[src/rtl/bambu_init_pkg.sv]
// Shared types and defaults for the slave-memory bus initiator.
package bambu_init_pkg;

    localparam int ADDR_W = 7;
    localparam int DATA_W = 8;
    localparam int SIZE_W = 4;

    typedef enum logic [1:0] {
        S_IDLE  = 2'd0,
        S_ISSUE = 2'd1,
        S_WAIT  = 2'd2,
        S_RESP  = 2'd3
    } state_e;

    // LSB position of lane `lane` in a flat vector of `width`-bit lanes.
    function automatic int lane_lsb(input int lane, input int width);
        return lane * width;
    endfunction

endpackage

[src/rtl/bambu_lane_mux.sv]
// Steers the captured request fields onto the selected channel lane (all
// other lanes zero) and picks that channel's read data / ready back out.
module bambu_lane_mux #(
    parameter int CHANNELS = 2,
    parameter int ADDR_W   = bambu_init_pkg::ADDR_W,
    parameter int DATA_W   = bambu_init_pkg::DATA_W,
    parameter int SIZE_W   = bambu_init_pkg::SIZE_W,
    parameter int CHAN_W   = 2
) (
    input  logic                       en_i,
    input  logic                       oe_i,
    input  logic                       we_i,
    input  logic [CHAN_W-1:0]          chan_i,
    input  logic [ADDR_W-1:0]          addr_i,
    input  logic [SIZE_W-1:0]          size_i,
    input  logic [DATA_W-1:0]          wdata_i,
    input  logic [CHANNELS*DATA_W-1:0] rdata_lanes_i,
    input  logic [CHANNELS-1:0]        rdy_lanes_i,
    output logic [CHANNELS-1:0]        oe_o,
    output logic [CHANNELS-1:0]        we_o,
    output logic [CHANNELS*ADDR_W-1:0] addr_o,
    output logic [CHANNELS*SIZE_W-1:0] size_o,
    output logic [CHANNELS*DATA_W-1:0] wdata_o,
    output logic [DATA_W-1:0]          rdata_o,
    output logic                       rdy_o
);
    import bambu_init_pkg::*;

    // One-hot lane select; an out-of-range channel selects nothing.
    logic [CHANNELS-1:0] sel;

    for (genvar g = 0; g < CHANNELS; g++) begin : g_lane
        assign sel[g]  = (chan_i == CHAN_W'(g));
        assign oe_o[g] = oe_i & sel[g];
        assign we_o[g] = we_i & sel[g];
        assign addr_o[lane_lsb(g, ADDR_W) +: ADDR_W]  = (en_i && sel[g]) ? addr_i  : '0;
        assign size_o[lane_lsb(g, SIZE_W) +: SIZE_W]  = (en_i && sel[g]) ? size_i  : '0;
        assign wdata_o[lane_lsb(g, DATA_W) +: DATA_W] = (en_i && sel[g]) ? wdata_i : '0;
    end

    // Completion from other channels is ignored by construction.
    assign rdy_o = |(rdy_lanes_i & sel);

    // Read-data lane select.
    always_comb begin
        rdata_o = '0;
        for (int i = 0; i < CHANNELS; i++) begin
            if (sel[i]) rdata_o = rdata_lanes_i[lane_lsb(i, DATA_W) +: DATA_W];
        end
    end

endmodule

[src/rtl/bambu_slave_mem_initiator.sv]
// Single-outstanding bus initiator for the slave memory port of an HLS top.
// Optional macro BAMBU_INIT_TIMEOUT_EN: abandon a request with rsp_err after
// TIMEOUT cycles in WAIT without DataRdy.
module bambu_slave_mem_initiator #(
    parameter int CHANNELS = 2,
    parameter int ADDR_W   = bambu_init_pkg::ADDR_W,
    parameter int DATA_W   = bambu_init_pkg::DATA_W,
    parameter int SIZE_W   = bambu_init_pkg::SIZE_W,
    parameter int TIMEOUT  = 1023,
    // One extra bit so out-of-range channel numbers are representable and
    // can be answered with rsp_err instead of aliasing onto a real lane.
    localparam int CHAN_W  = $clog2(CHANNELS) + 1
) (
    input  logic                       clock,
    input  logic                       reset,
    input  logic                       cmd_valid,
    output logic                       cmd_ready,
    input  logic                       cmd_we,
    input  logic [CHAN_W-1:0]          cmd_chan,
    input  logic [ADDR_W-1:0]          cmd_addr,
    input  logic [SIZE_W-1:0]          cmd_size,
    input  logic [DATA_W-1:0]          cmd_wdata,
    output logic                       rsp_valid,
    input  logic                       rsp_ready,
    output logic [DATA_W-1:0]          rsp_rdata,
    output logic                       rsp_err,
    output logic [CHANNELS-1:0]        S_oe_ram,
    output logic [CHANNELS-1:0]        S_we_ram,
    output logic [CHANNELS*ADDR_W-1:0] S_addr_ram,
    output logic [CHANNELS*DATA_W-1:0] S_Wdata_ram,
    output logic [CHANNELS*SIZE_W-1:0] S_data_ram_size,
    input  logic [CHANNELS*DATA_W-1:0] Sout_Rdata_ram,
    input  logic [CHANNELS-1:0]        Sout_DataRdy
);
    import bambu_init_pkg::*;

    state_e              state_q, state_d;
    logic                we_q, we_d;
    logic [CHAN_W-1:0]   chan_q, chan_d;
    logic [ADDR_W-1:0]   addr_q, addr_d;
    logic [SIZE_W-1:0]   size_q, size_d;
    logic [DATA_W-1:0]   wdata_q, wdata_d;
    logic [DATA_W-1:0]   rdata_q, rdata_d;
    logic                err_q, err_d;
    logic                up_q;
    logic                chan_ok;
    logic                lane_rdy;
    logic [DATA_W-1:0]   lane_rdata;

`ifdef BAMBU_INIT_TIMEOUT_EN
    localparam int CNT_W = $clog2(TIMEOUT + 1);
    logic [CNT_W-1:0]    cnt_q, cnt_d;
`else
    logic                unused_timeout;
    assign unused_timeout = ^TIMEOUT;
`endif

    assign chan_ok   = ({1'b0, cmd_chan} < (CHAN_W + 1)'(CHANNELS));
    // up_q holds cmd_ready low until the first edge after reset release.
    assign cmd_ready = up_q && (state_q == S_IDLE);
    assign rsp_valid = (state_q == S_RESP);
    assign rsp_rdata = rdata_q;
    assign rsp_err   = err_q;

    // Lanes carry the request from ISSUE through RESP; strobes only in ISSUE.
    bambu_lane_mux #(
        .CHANNELS (CHANNELS),
        .ADDR_W   (ADDR_W),
        .DATA_W   (DATA_W),
        .SIZE_W   (SIZE_W),
        .CHAN_W   (CHAN_W)
    ) u_lanes (
        .en_i          (state_q != S_IDLE),
        .oe_i          ((state_q == S_ISSUE) && !we_q),
        .we_i          ((state_q == S_ISSUE) && we_q),
        .chan_i        (chan_q),
        .addr_i        (addr_q),
        .size_i        (size_q),
        .wdata_i       (wdata_q),
        .rdata_lanes_i (Sout_Rdata_ram),
        .rdy_lanes_i   (Sout_DataRdy),
        .oe_o          (S_oe_ram),
        .we_o          (S_we_ram),
        .addr_o        (S_addr_ram),
        .size_o        (S_data_ram_size),
        .wdata_o       (S_Wdata_ram),
        .rdata_o       (lane_rdata),
        .rdy_o         (lane_rdy)
    );

    // Next-state and response logic for the IDLE/ISSUE/WAIT/RESP sequence.
    always_comb begin
        state_d = state_q;
        we_d    = we_q;
        chan_d  = chan_q;
        addr_d  = addr_q;
        size_d  = size_q;
        wdata_d = wdata_q;
        rdata_d = rdata_q;
        err_d   = err_q;
`ifdef BAMBU_INIT_TIMEOUT_EN
        cnt_d   = cnt_q;
`endif
        case (state_q)
            S_IDLE: begin
                if (cmd_valid && up_q) begin
                    we_d    = cmd_we;
                    chan_d  = cmd_chan;
                    addr_d  = cmd_addr;
                    size_d  = cmd_size;
                    wdata_d = cmd_wdata;
                    rdata_d = '0;
                    err_d   = !chan_ok;
                    state_d = chan_ok ? S_ISSUE : S_RESP;
                end
            end
            S_ISSUE: begin
                // DataRdy during the strobe cycle is deliberately not looked at.
                state_d = S_WAIT;
`ifdef BAMBU_INIT_TIMEOUT_EN
                cnt_d   = '0;
`endif
            end
            S_WAIT: begin
                if (lane_rdy) begin
                    rdata_d = we_q ? '0 : lane_rdata;
                    err_d   = 1'b0;
                    state_d = S_RESP;
                end
`ifdef BAMBU_INIT_TIMEOUT_EN
                else begin
                    cnt_d = cnt_q + CNT_W'(1);
                    if (cnt_d == CNT_W'(TIMEOUT)) begin
                        rdata_d = '0;
                        err_d   = 1'b1;
                        state_d = S_RESP;
                    end
                end
`endif
            end
            S_RESP: begin
                if (rsp_ready) begin
                    rdata_d = '0;
                    err_d   = 1'b0;
                    state_d = S_IDLE;
                end
            end
            default: state_d = S_IDLE;
        endcase
    end

    // State and captured-request registers.
    always_ff @(posedge clock or negedge reset) begin
        if (!reset) begin
            state_q <= S_IDLE;
            we_q    <= 1'b0;
            chan_q  <= '0;
            addr_q  <= '0;
            size_q  <= '0;
            wdata_q <= '0;
            rdata_q <= '0;
            err_q   <= 1'b0;
            up_q    <= 1'b0;
`ifdef BAMBU_INIT_TIMEOUT_EN
            cnt_q   <= '0;
`endif
        end else begin
            state_q <= state_d;
            we_q    <= we_d;
            chan_q  <= chan_d;
            addr_q  <= addr_d;
            size_q  <= size_d;
            wdata_q <= wdata_d;
            rdata_q <= rdata_d;
            err_q   <= err_d;
            up_q    <= 1'b1;
`ifdef BAMBU_INIT_TIMEOUT_EN
            cnt_q   <= cnt_d;
`endif
        end
    end

endmodule
[config.mk]
export PLATFORM = sky130hd
export DESIGN_NAME = bambu_slave_mem_initiator
export DESIGN_NICKNAME = d
export VERILOG_FILES = /design/src/rtl/bambu_init_pkg.sv /design/src/rtl/bambu_lane_mux.sv /design/src/rtl/bambu_slave_mem_initiator.sv
export SDC_FILE = /design/constraint.sdc
export NUM_CORES = 1
export LEC_CHECK = 0
export CAP_MARGIN = 25
export CORE_ASPECT_RATIO = 0.9
export CORE_MARGIN = 8
export CORE_UTILIZATION = 30
export CTS_CLUSTER_DIAMETER = 30
export DETAILED_ROUTE_END_ITERATION = 10
export PLACE_DENSITY_LB_ADDON = 0.1
export RECOVER_POWER = 100
export SKIP_LAST_GASP = 1
export SLEW_MARGIN = 20
export SYNTH_ARGS = -nofsm -noshare
export SYNTH_HDL_FRONTEND = slang
export SYNTH_SLANG_ARGS = --single-unit
[constraint.sdc]
create_clock -name clock -period 3.6 [get_ports clock]
set_input_delay 0.36 -clock clock [delete_from_list [all_inputs] [get_ports clock]]
set_output_delay 0.36 -clock clock [all_outputs]
set_load 0.1 [all_outputs]
==> run_results.csv <==
group,metric,value,unit
placed_design,pre_cts_slack,1.23,ns
timing,tns,0,ns
layout,diodes,0,
clock_network,cts_setup_buffers,0,
global_routing,grt_max_degree,35,
setup_path,worstRegToRegCells,5,
drt,routedWlPerCell,15.5,um
timing,finalCriticalPeriod,2.88,ns
timing,max_slew_margin,-0.209,
setup_path,r2r_end,"size_q[1]",
clock_network,htreeDepth,2,
timing,hold_viol_final,0,
setup_path,start_kind,"flop",
timing,worstMarginPinSlew,1.81,ns
timing,skew,0.00516,ns
setup_path,crit_slowest_cell,"clkbuf_1",
floorplanning,dieArea,8660,um2
worst_hold_path,worstHoldStart,"rsp_rdata[6]",
setup_path,reg2reg_slack,1.33,ns
synthesis,avgSynthCellArea,12.0,um2
worst_hold_path,worstHoldEndpoint,"rsp_rdata[6]",
setup_path,end_kind,"output pin",
setup_path,path_buf_inv,2,
global_routing,grt_pass1_vias,1476,
drt,first_iter_violations,38,
placed_design,routabilityCongestion,0.750,
placed_design,place_inst,311,
clock_network,cts.sinks,34,
global_routing,antenna_found_initial,0,
drt,drc,0,
drt,drt-total-wl,4950,um
drt,first_pass_iters,4,
status,status,"finished with violations",
setup_path,slowest_delay,0.87,ns
global_routing,grt.total_usage,0.117,
layout,layout.nets,297,
clock_network,clk_pin_slew_worst_paths,0.07,ns
timing,period_share,0.800,
drt,postRouteAntennaNets,0,
setup_path,worst_r2r_startpoint,"state_q[1]",
floorplanning,initial_utilization,0.313,
worst_hold_path,hold-path-cell-count,1,
status,violations,"max-capacitance violations, max-slew violations",
synthesis,yosys_warnings,0,
synthesis,syn-instance-count,149,
setup_path,crit_chain,"inv_1 > ha_1 > nor2_1 > and2_1 > clkbuf_1",
placed_design,io_buffers,96,
clock_network,cts_root_buffer,"clkbuf_8",
layout,instances_no_fill,319,
worst_hold_path,min_path_type,"reg -> reg",
clock_network,cts_buffers,5,
synthesis,synth_cell_types,27,
timing,slew_violations,35,
placed_design,dp_hpwl,3900,um
timing,setup_viol,0,
setup_path,crit_fanout,8,
layout,regArea,851,um2
setup_path,critical_path_arrival,2.52,ns
timing,hold_ws,0.485,ns
synthesis,synthesis.nets,198,
floorplanning,die_w,97.2,um
floorplanning,io_pins,97,
floorplanning,row_count,26,
timing,rsz0062_at_grt,"no",
layout,n_fill_cell,562,
layout,multiInputGateArea,868,um2
synthesis,ys_seq_elements,34,
clock_network,clock_latency,0.28,ns
drt,viasPerCell,4.46,
timing,fmax,0.347,GHz
synthesis,syn_area,1780,um2
setup_path,crit_type,"reg -> out",
clock_network,cts_tree,"yes",
setup_path,critPathRequiredTime,3.24,ns
layout,area_growth,48.4,%
clock_network,cts_resized,0,
clock_network,hold_buffers,0,
layout,drive_above_1_share,0.249,
global_routing,grt_overflow,0,
floorplanning,die_h,89.1,um
job,maxCapViolations,1,
clock_network,clock_path_buffers,2,
setup_path,path_delay_family,"buffers and inverters",
synthesis,seq_area_frac_synth,0.478,
drt,via_count,1423,
floorplanning,fp.coreArea,5690,um2
timing,post-route-worst-setup-slack,0.721,ns
global_routing,grt_pass1_wl,8050,um
## registers in the layout, indices dropped and copies added (netlist names)
signal and count:
rsp_rdata 8, wdata_q 8, addr_q 7, size_q 4
chan_q 2, state_q 2, rsp_err 1, up_q 1
we_q 1
## metrics by stage
step	util	instance area [um2]
after floorplan	-	1780
after global placement	0.473	2690
after global routing	0.464	2640
final	0.464	2640
after detailed placement	0.473	2690
after CTS	0.489	2780
## metal layers
metal,wire (um),up-vias,global-route usage
met5,0,-,0
met4,52,0,0.0412
met3,312,7,0.0417
met2,2330,45,0.182
met1,2260,666,0.147
li1,-,705,-
## cells in the mapped netlist, drive strengths merged
cell type  instances  area share
nor2               4      0.0084
o2bb2ai            8       0.039
nor3b              1      0.0070
buf                4       0.020
inv                2      0.0042
conb               1      0.0021
a32o               1      0.0056
nand2              4      0.0098
and2              39        0.14
clkbuf             2      0.0042
a21boi             1      0.0042
mux2i             11       0.062
nor4b              1      0.0049
ha                 5       0.035
nor3               4       0.017
o21ai              1      0.0028
dfrtp             34        0.48
o32a               1      0.0056
mux2              22        0.14
nor2b              1      0.0035
nand2b             2       0.011
## cell usage in the layout (no fill, tap or decap), types with 2 or more instances in the layout
cell type and instances:
o2bb2ai_1 8, nor2_1 4, inv_1 2, nand2_1 4
clkbuf_2 30, mux2i_1 11, ha_1 5, clkbuf_1 15
mux2_2 21, nor3_1 3, dlygate4sd3_1 10, buf_4 2
dfrtp_1 34, and2_1 38, clkbuf_8 6, clkdlybuf4s50_1 42
## logic make-up (layout without fill, tap and decap cells)
family / count (synthesis) / count (layout) / share of synthesized area
buffers and inverters: 8 / 108 / 0.0281
AND/OR/NAND/NOR: 56 / 56 / 0.199
multiplexers: 33 / 33 / 0.201
other: 1 / 1 / 0.00210
AO/OA/AOI/OAI: 12 / 12 / 0.0576
adder cells (fa/ha/maj): 5 / 5 / 0.0351
flip-flops: 34 / 34 / 0.478
## cell type report
type | instances | share of cell area
Timing Repair Buffer | 98 | 0.279
Clock buffer | 7 | 0.0327
Inverter | 2 | 0.00284
Tap cell | 70 | 0.0331
Clock inverter | 1 | 0.00189
Sequential cell | 34 | 0.322
Multi-Input combinational cell | 107 | 0.328
## how the worst max path moves through the flow
stage / cells past startpoint / end / start
finish: 5 / S_Wdata_ram[14] / state_q[0]
global route: 6 / S_Wdata_ram[10] / state_q[0]
CTS: 5 / S_Wdata_ram[2] / state_q[0]
detailed placement: 5 / S_data_ram_size[2] / state_q[0]
global placement: 5 / S_Wdata_ram[2] / state_q[0]
floorplan: 3 / S_oe_ram[0] / chan_q[0]
Power is not shown: default switching activity piles up to over one toggle a cycle in this logic, so the estimate is an artifact.
